--- src/rtl/serial_comparator_sequencer_msb_first_if.sv ---
// Bundle of operand, serial and result signals around the MSB-first comparator
// sequencer. The slave side is the sequencer. The master side is whatever feeds
// operands, hosts the comparator and consumes results.
interface serial_comparator_sequencer_msb_first_if #(
  parameter int WIDTH = 8
);
  logic             in_valid;
  logic             in_ready;
  logic [WIDTH-1:0] in_a;
  logic [WIDTH-1:0] in_b;
  logic             ser_clear;
  logic             ser_a;
  logic             ser_b;
  logic             ser_last;
  logic             cmp_less;
  logic             cmp_eq;
  logic             cmp_greater;
  logic             res_valid;
  logic             res_ready;
  logic             res_less;
  logic             res_eq;
  logic             res_greater;
  logic             res_err;

  modport slave (
    input  in_valid, in_a, in_b, cmp_less, cmp_eq, cmp_greater, res_ready,
    output in_ready, ser_clear, ser_a, ser_b, ser_last,
           res_valid, res_less, res_eq, res_greater, res_err
  );

  modport master (
    output in_valid, in_a, in_b, cmp_less, cmp_eq, cmp_greater, res_ready,
    input  in_ready, ser_clear, ser_a, ser_b, ser_last,
           res_valid, res_less, res_eq, res_greater, res_err
  );
endinterface

--- src/rtl/serial_comparator_sequencer_msb_first.sv ---
// Front-end sequencer for the MSB-first serial comparator. It takes an operand
// pair, sends a one-cycle clear to the comparator, and then streams both
// operands MSB first. It then returns the comparator flags as a parallel result.
//
// state   | meaning
// --------+----------------------------------------------------------
// S_IDLE  | ready for an operand pair
// S_CLEAR | one-cycle synchronous clear pulse to the comparator
// S_SHIFT | WIDTH cycles streaming operand bits, MSB first
// S_HOLD  | result presented until the downstream side accepts it
module serial_comparator_sequencer_msb_first #(
  parameter int WIDTH = 8
) (
  input logic                                   clk,
  input logic                                   rst,
  serial_comparator_sequencer_msb_first_if.slave bus
);

  localparam int CW = $clog2(WIDTH);
  localparam logic [CW-1:0] CNT_LAST = CW'(WIDTH - 1);

  typedef enum logic [1:0] {S_IDLE, S_CLEAR, S_SHIFT, S_HOLD} state_t;

  state_t           state, state_nxt;
  logic [WIDTH-1:0] sh_a, sh_b;
  logic [CW-1:0]    cnt;
  logic             r_less, r_eq, r_greater, r_err;
  logic             accept, last, one_hot;

  assign accept  = (state == S_IDLE) && bus.in_valid;
  assign last    = (state == S_SHIFT) && (cnt == CNT_LAST);
  assign one_hot = ( bus.cmp_less && !bus.cmp_eq && !bus.cmp_greater) ||
                   (!bus.cmp_less &&  bus.cmp_eq && !bus.cmp_greater) ||
                   (!bus.cmp_less && !bus.cmp_eq &&  bus.cmp_greater);

  // State register
  always_ff @(posedge clk or posedge rst) begin
    if (rst) state <= S_IDLE;
    else     state <= state_nxt;
  end

  // Next-state decode
  always_comb begin
    state_nxt = state;
    case (state)
      S_IDLE:  if (accept) state_nxt = S_CLEAR;
      S_CLEAR: state_nxt = S_SHIFT;
      S_SHIFT: if (last) state_nxt = S_HOLD;
      S_HOLD:  if (bus.res_ready) state_nxt = S_IDLE;
      default: state_nxt = S_IDLE;
    endcase
  end

  // Operand shift registers, bit counter and result capture
  always_ff @(posedge clk or posedge rst) begin
    if (rst) begin
      sh_a      <= '0;
      sh_b      <= '0;
      cnt       <= '0;
      r_less    <= 1'b0;
      r_eq      <= 1'b0;
      r_greater <= 1'b0;
      r_err     <= 1'b0;
    end else begin
      case (state)
        S_IDLE: begin
          if (accept) begin
            sh_a <= bus.in_a;
            sh_b <= bus.in_b;
          end
        end
        S_CLEAR: cnt <= '0;
        S_SHIFT: begin
          sh_a <= {sh_a[WIDTH-2:0], 1'b0};
          sh_b <= {sh_b[WIDTH-2:0], 1'b0};
          if (last) begin
            r_less    <= bus.cmp_less;
            r_eq      <= bus.cmp_eq;
            r_greater <= bus.cmp_greater;
            r_err     <= !one_hot;
          end else begin
            cnt <= cnt + CW'(1);
          end
        end
        default: ;
      endcase
    end
  end

  assign bus.in_ready    = (state == S_IDLE);
  assign bus.ser_clear   = (state == S_CLEAR);
  assign bus.ser_a       = (state == S_SHIFT) && sh_a[WIDTH-1];
  assign bus.ser_b       = (state == S_SHIFT) && sh_b[WIDTH-1];
  assign bus.ser_last    = last;
  assign bus.res_valid   = (state == S_HOLD);
  assign bus.res_less    = r_less;
  assign bus.res_eq      = r_eq;
  assign bus.res_greater = r_greater;
  assign bus.res_err     = r_err;

endmodule

--- src/flat_wrapper.sv ---
// flat-port wrapper written by rule: the top's interface ports become plain ports
module serial_comparator_sequencer_msb_first_flat 
#(
  parameter int WIDTH = 8
)
  (clk, rst, bus_in_valid, bus_in_a, bus_in_b, bus_cmp_less, bus_cmp_eq, bus_cmp_greater, bus_res_ready, bus_in_ready, bus_ser_clear, bus_ser_a, bus_ser_b, bus_ser_last, bus_res_valid, bus_res_less, bus_res_eq, bus_res_greater, bus_res_err);
  serial_comparator_sequencer_msb_first_if #(.WIDTH(WIDTH)) bus_i ();
  input logic clk;
  input logic rst;
  input wire logic [$bits(bus_i.in_valid)-1:0] bus_in_valid;
  input wire logic [$bits(bus_i.in_a)-1:0] bus_in_a;
  input wire logic [$bits(bus_i.in_b)-1:0] bus_in_b;
  input wire logic [$bits(bus_i.cmp_less)-1:0] bus_cmp_less;
  input wire logic [$bits(bus_i.cmp_eq)-1:0] bus_cmp_eq;
  input wire logic [$bits(bus_i.cmp_greater)-1:0] bus_cmp_greater;
  input wire logic [$bits(bus_i.res_ready)-1:0] bus_res_ready;
  output wire logic [$bits(bus_i.in_ready)-1:0] bus_in_ready;
  output wire logic [$bits(bus_i.ser_clear)-1:0] bus_ser_clear;
  output wire logic [$bits(bus_i.ser_a)-1:0] bus_ser_a;
  output wire logic [$bits(bus_i.ser_b)-1:0] bus_ser_b;
  output wire logic [$bits(bus_i.ser_last)-1:0] bus_ser_last;
  output wire logic [$bits(bus_i.res_valid)-1:0] bus_res_valid;
  output wire logic [$bits(bus_i.res_less)-1:0] bus_res_less;
  output wire logic [$bits(bus_i.res_eq)-1:0] bus_res_eq;
  output wire logic [$bits(bus_i.res_greater)-1:0] bus_res_greater;
  output wire logic [$bits(bus_i.res_err)-1:0] bus_res_err;
  assign bus_i.in_valid = bus_in_valid;
  assign bus_i.in_a = bus_in_a;
  assign bus_i.in_b = bus_in_b;
  assign bus_i.cmp_less = bus_cmp_less;
  assign bus_i.cmp_eq = bus_cmp_eq;
  assign bus_i.cmp_greater = bus_cmp_greater;
  assign bus_i.res_ready = bus_res_ready;
  assign bus_in_ready = bus_i.in_ready;
  assign bus_ser_clear = bus_i.ser_clear;
  assign bus_ser_a = bus_i.ser_a;
  assign bus_ser_b = bus_i.ser_b;
  assign bus_ser_last = bus_i.ser_last;
  assign bus_res_valid = bus_i.res_valid;
  assign bus_res_less = bus_i.res_less;
  assign bus_res_eq = bus_i.res_eq;
  assign bus_res_greater = bus_i.res_greater;
  assign bus_res_err = bus_i.res_err;
  serial_comparator_sequencer_msb_first #(.WIDTH(WIDTH)) u_core (.clk(clk), .rst(rst), .bus(bus_i));
endmodule
--- config.mk ---
export PLATFORM = sky130hd
export DESIGN_NAME = serial_comparator_sequencer_msb_first_flat
export DESIGN_NICKNAME = d
export VERILOG_FILES = /design/src/rtl/serial_comparator_sequencer_msb_first_if.sv /design/src/rtl/serial_comparator_sequencer_msb_first.sv /design/src/flat_wrapper.sv
export SDC_FILE = /design/constraint.sdc
export NUM_CORES = 1
export LEC_CHECK = 0
export ABC_CLOCK_PERIOD_IN_PS = 1400
export BUFFER_PORTS_ARGS = -buffer_cell sky130_fd_sc_hd__buf_2
export CORE_MARGIN = 5
export CORE_UTILIZATION = 40
export CTS_BUF_LIST = sky130_fd_sc_hd__clkbuf_2
export CTS_CLUSTER_SIZE = 28
export DETAILED_ROUTE_END_ITERATION = 16
export PLACE_DENSITY = 0.73
export SKIP_CTS_REPAIR_TIMING = 1
export SYNTH_ARGS = -nofsm -noshare
export SYNTH_HDL_FRONTEND = slang
export SYNTH_SLANG_ARGS = --single-unit
--- constraint.sdc ---
create_clock -name clk -period 1.4 [get_ports clk]
set_clock_uncertainty 0.05 [all_clocks]
set_input_delay 0.21 -clock clk [delete_from_list [all_inputs] [get_ports clk]]
set_output_delay 0.21 -clock clk [all_outputs]
set_load 0.02 [all_outputs]
## Yosys cells after proc, flatten, opt, wreduce, memory -nomap -nowiden

Cells that the tools add are included.

- Register bits after elaboration: 25
- Bits in latches: 0
- RAM bits: 0
- Memory bits (read-only): 0
- Input port bits: 23
- Word-level logic and storage cells: 50
- Memories: 0

- Add/sub/neg operators: 1
- Multiply operators: 0
- Div/mod/pow operators: 0
- Order comparisons: 0
- Eq/ne operators: 8
- Shift-type cells: 0
- Mux-type cells: 10
- Bitwise logic cells: 0
- Reduce and logical (&&, ||, !) cells: 23

Operators with widths:

| kind | number |
|---|---|
| case mux 8 bit (2 select lines) | 2 |
| two-way mux 8 bit | 2 |
| logical AND 1 bit | 10 |
| case mux 2 bit (4 select lines) | 1 |
| two-way mux 2 bit | 3 |
| inequality test 2 bit, second input constant | 3 |
| case mux 3 bit (2 select lines) | 1 |
| AND reduction 2 bit | 3 |
| == test 2 bit, second input constant | 2 |
| zero test 1 bit | 4 |
| nonzero test 2 bit | 2 |
| adder 3 x 1 -> 3 bit, second input constant | 1 |
| == test 3 bit, second input constant | 1 |
| two-way mux 3 bit | 1 |
| AND reduction 3 bit | 1 |
| == test 2 x 1 -> 1 bit, second input constant | 1 |
| zero test 2 bit | 1 |
| logical OR 1 bit | 2 |
| inequality test 2 x 1 -> 1 bit, second input constant | 1 |

## Longest topological paths before layout

- Depth in word-level cells: 6
- Depth in mapped cells: 7
- Gate-level depth less buffers: 5

## Least setup slack after synthesis

Ideal clock, no wire load.

- Kind: register to register
- From: register u_core.state[0]
- To: register u_core.sh_a[6]
- Setup time: 119 ps
- Arrival time: 1462 ps
- Required time: 1231 ps
- Setup slack: -231 ps
- Stages on the path, launching flop included: 6
- Path buffers: 1
- Cell sequence: dfrtp_1 -> inv_1 -> ha_1 -> mux2i_4 -> buf_6 -> o21ai_2

- Cells in the longest elaborated chain, start to end: 4
- Elaborated cells on any way between the ends: 7

Ends and longest elaborated chain:

| item | line | RTL |
|---|---|---|
| start, declared | serial_comparator_sequencer_msb_first.sv:24 | `state_t state, state_nxt;` |
| start signal, assigned | serial_comparator_sequencer_msb_first.sv:39 | `else state <= state_nxt;` |
| zero test 2 bit (*) | n/a |  |
| net bus_in_ready | flat_wrapper.sv:17 | `output wire logic [$bits(bus_i.in_ready)-1:0] bus_in_ready;` |
| logical AND 1 bit | serial_comparator_sequencer_msb_first.sv:30 | `assign accept = (state == S_IDLE) && bus.in_valid;` |
| inequality test 2 x 1 -> 1 bit (no line) | n/a |  |
| AND reduction 2 bit (no line) | n/a |  |
| end signal, assigned | serial_comparator_sequencer_msb_first.sv:68 | `sh_a <= bus.in_a;` |
| end signal, assigned | serial_comparator_sequencer_msb_first.sv:74 | `sh_a <= {sh_a[WIDTH-2:0], 1'b0};` |
| end, declared | serial_comparator_sequencer_msb_first.sv:25 | `logic [WIDTH-1:0] sh_a, sh_b;` |

Mark *: on every way through the listed nets, which the timed path passes. The rest lies on a longest branch.
A chain may end at the register's enable or synchronous reset.

## Worst setup path after layout

- From: register u_core.state[0]
- To: output bus_ser_a

- Cells in the longest elaborated chain, start to end: 2

Ends and longest elaborated chain:

| item | line | RTL |
|---|---|---|
| == test 2 bit | serial_comparator_sequencer_msb_first.sv:92 | `assign bus.ser_a = (state == S_SHIFT) && sh_a[WIDTH-1];` |
| logical AND 1 bit | serial_comparator_sequencer_msb_first.sv:92 |  |
| end, declared | flat_wrapper.sv:19 | `output wire logic [$bits(bus_i.ser_a)-1:0] bus_ser_a;` |

No other way between the ends.

==> metrics.cfg <==
[status]
status = complete, but fails checks
failed_checks = negative setup slack

[setup_path]
worstPathMaxFanout = 7
crit_path_end_kind = output port
reg2reg_to = u_core.state[1]
r2r_start = u_core.cnt[1]
slowest_stage = dfrtp_1
path_cells = inv_2 > ha_4 > buf_12 > and2_4 > buf_6
cp-startpoint = u_core.state[0]
critPathMaxStageDelay_ns = 0.48
worstPathRequired_ns = 1.14
critPathKind = register to output port
reg2reg_depth = 6
arrival_ns = 1.50
reg2reg_slack_ns = -0.25
crit_path_start_kind = register

[sta]
hold_viol_final = 0
setup_slack_ns = -0.3606
tns_ns = -5.324
fmax_mhz = 568.0
tightest_slew_ns = 0.3195
min_period_ns = 1.761
finalSetupViolCount = 28
slew_violations = 0
min_period_over_period_pct = 125.8
rsz0062_at_grt = yes
relSlewSlack_pct = 78.70

[route]
vias = 997
wirelength_um = 2737
vias_per_cell = 4.681
drc = 0
ant_nets = 0
drt_iter0_drc = 9
wl_per_cell_um = 12.85
dr.pass1.iters = 3

[synth]
ys_seq_area_share_pct = 46.60
yosysTopAreaCell = dfrtp_1
ys_ff_latch = 25
syn_area_per_cell_sq_um = 11.67
synth.top_cells.by_count = dfrtp_1 (25), nand2_1 (18), mux2i_1 (14), o21ai_2 (14)
synth_area_sq_mm = 0.001343
ys.warnings.count = 0
synth_top_area_share_pct = 46.60
synth_top_cells_by_area = dfrtp_1 (47%), mux2i_1 (10%), o21ai_2 (9.1%)
synth_edf_count = 0
synth_nets = 144
synth_most_common_cell = dfrtp_1
synth.distinct_cells = 24
async_reset_ff_share_pct = 100.0
netlist_instances = 115
synth_ff_type = dfrtp_1

[finish]
fillers = 274
num-nets-final = 197
stdcell_count = 213
seqCellArea_sq_um = 626.9
diodes = 0
layout-drive-gt1-share_pct = 59.88
syn2layout_area_growth_pct = 37.93
multi_input_area_sq_um = 730.7
finish.utilization_pct = 56.38

[place]
dp_worst_setup_slack_ns = -0.1769
place_inst = 197
io_buffers = 32
hpwl_um = 2055
routabilityCongestion = 0.7691

[worst_hold_path]
min_to = u_core.sh_a[0]
whs_path_depth = 3
hold_path.class = input port to register
hp-start = bus_in_a[0]

[floorplan]
design.die.area_sq_mm = 0.004615
rows = 21
dieHeight_um = 67.94
top_level_ports = 33
dieWidth_um = 67.94
coreArea_sq_mm = 0.003284
start_util_pct = 40.88

[pwr]
clkPwrFrac_pct = 6.6
internal-power_mw = 2.490
p_switching_mw = 1.682
p_leak_nw = 0.9022
finalPower_mw = 4.172
p_per_area_mw_per_mm2 = 2253
p_sw_share_pct = 40.31
pwr-share-comb_pct = 62.3
seqPwrFrac_pct = 31.1
ir_drop_uv = 1004

[run]
max_cap_viol_count = 0

[global_route]
grt_pass1_vias = 1016
antenna_found_initial = 0
track_usage_pct = 11.98
gr-total-overflow = 0
grt_pass1_wl_um = 4215
grt_max_degree = 27

[clock_network]
cts_tree = done
clock-sinks = 25
numCtsBuffers = 3
clock_latency_ns = 0.34
cts_htree_levels = 1
clockBufferDepth = 2
cts_root_buf = clkbuf_2
clk_pin_slew_ns = 0.23

registers in the layout, indices dropped and copies added, names as in the netlist:
name	flops
u_core.bus.res_eq	1
u_core.cnt	3
u_core.bus.res_less	1
u_core.bus.res_greater	1
u_core.sh_b	8
u_core.bus.res_err	1
u_core.state	2
u_core.sh_a	8
metrics by stage:
step                hold slack (ns)  cell area, sq um
finish                      0.03789              1852
global route                0.01213              1852
CTS                         -0.2036              1658
detailed placement           0.2247              1638
global placement             0.2253              1638
floorplan                    0.1873              1390
power groups by stage:
stage | clock network (mW) | registers (mW) | logic, mW
2_1_floorplan | 0 | 1.30 | 1.73
3_3_place_gp | 0 | 1.26 | 2.13
3_5_place_dp | 0 | 1.29 | 2.24
4_1_cts | 0.298 | 1.27 | 2.24
5_1_grt | 0.320 | 1.34 | 2.84
6_report | 0.275 | 1.30 | 2.60
routing by layer:
layer | wire [um] | global-route usage, % | share of wire [%] | up-vias
met3 | 187 | 4.598 | 6.8 | 0
met1 | 1113 | 13.15 | 41 | 469
met2 | 1436 | 22.26 | 52 | 26
li1 | - | - | - | 502
met5 | 0 | 0 | 0 | -
met4 | 0 | 1.489 | 0 | 0
cells in the final DEF (no fill, tap or decap):
| master | synthesis | final |
|---|---|---|
| and2_4 | 0 | 1 |
| a221oi_4 | 0 | 1 |
| inv_1 | 4 | 2 |
| dfrtp_2 | 0 | 1 |
| inv_4 | 0 | 1 |
| o21ai_1 | 2 | 3 |
| nor2b_1 | 1 | 1 |
| nand2_4 | 0 | 1 |
| dfrtp_1 | 25 | 24 |
| and2_1 | 2 | 1 |
| dlygate4sd3_1 | 0 | 1 |
| o32a_2 | 1 | 1 |
| mux2_2 | 6 | 4 |
| mux2i_1 | 14 | 14 |
| ha_1 | 6 | 1 |
| buf_12 | 0 | 2 |
| inv_2 | 2 | 3 |
| nand2_2 | 0 | 7 |
| xor2_1 | 1 | 1 |
| buf_4 | 1 | 17 |
| nand2_1 | 18 | 10 |
| nor2_1 | 1 | 1 |
| buf_6 | 4 | 7 |
| mux2i_4 | 1 | 1 |
| ha_2 | 0 | 2 |
| o21ai_0 | 3 | 2 |
| mux2_4 | 0 | 2 |
| mux2_1 | 1 | 1 |
| a22o_1 | 2 | 2 |
| clkbuf_2 | 0 | 3 |
| xnor2_2 | 0 | 1 |
| buf_2 | 0 | 27 |
| o21ai_2 | 14 | 14 |
| ha_4 | 0 | 3 |
| nand2b_1 | 3 | 3 |
| clkinv_2 | 0 | 1 |
kinds of logic after synthesis:
family	synth area share (%)
fa+ha+maj	5.592
flops	46.60
simple gates	8.108
compound gates	14.26
buf+inv	6.151
xor+xnor	1.305
mux	17.99
worst max-delay path by stage:
stage	to	slack (ns)	cells past startpoint
finish	bus_ser_a	-0.36	5
global route	bus_ser_a	-0.44	5
CTS	bus_ser_a	-0.59	5
detailed placement	u_core.state[1]	-0.18	4
global placement	u_core.state[1]	-0.12	5
floorplan	u_core.state[1]	-0.10	5
worst max-delay path: cells and delay by family (launching register included):
kind                     cells  cell delay, ns
adder cells (fa/ha/maj)      1            0.21
buffers and inverters        3            0.35
flip-flops                   1            0.48
AND/OR/NAND/NOR              1            0.13
final cells by class:
type	instances	share of cell area (%)
clock inverter	1	0.2703
multi-input combinational	78	39.46
inverter	6	1.351
clock buffer	3	0.8108
timing repair buffer	54	21.15
tap	46	3.108
sequential	25	33.85
Note: power is estimated with default switching activity, not from simulation.
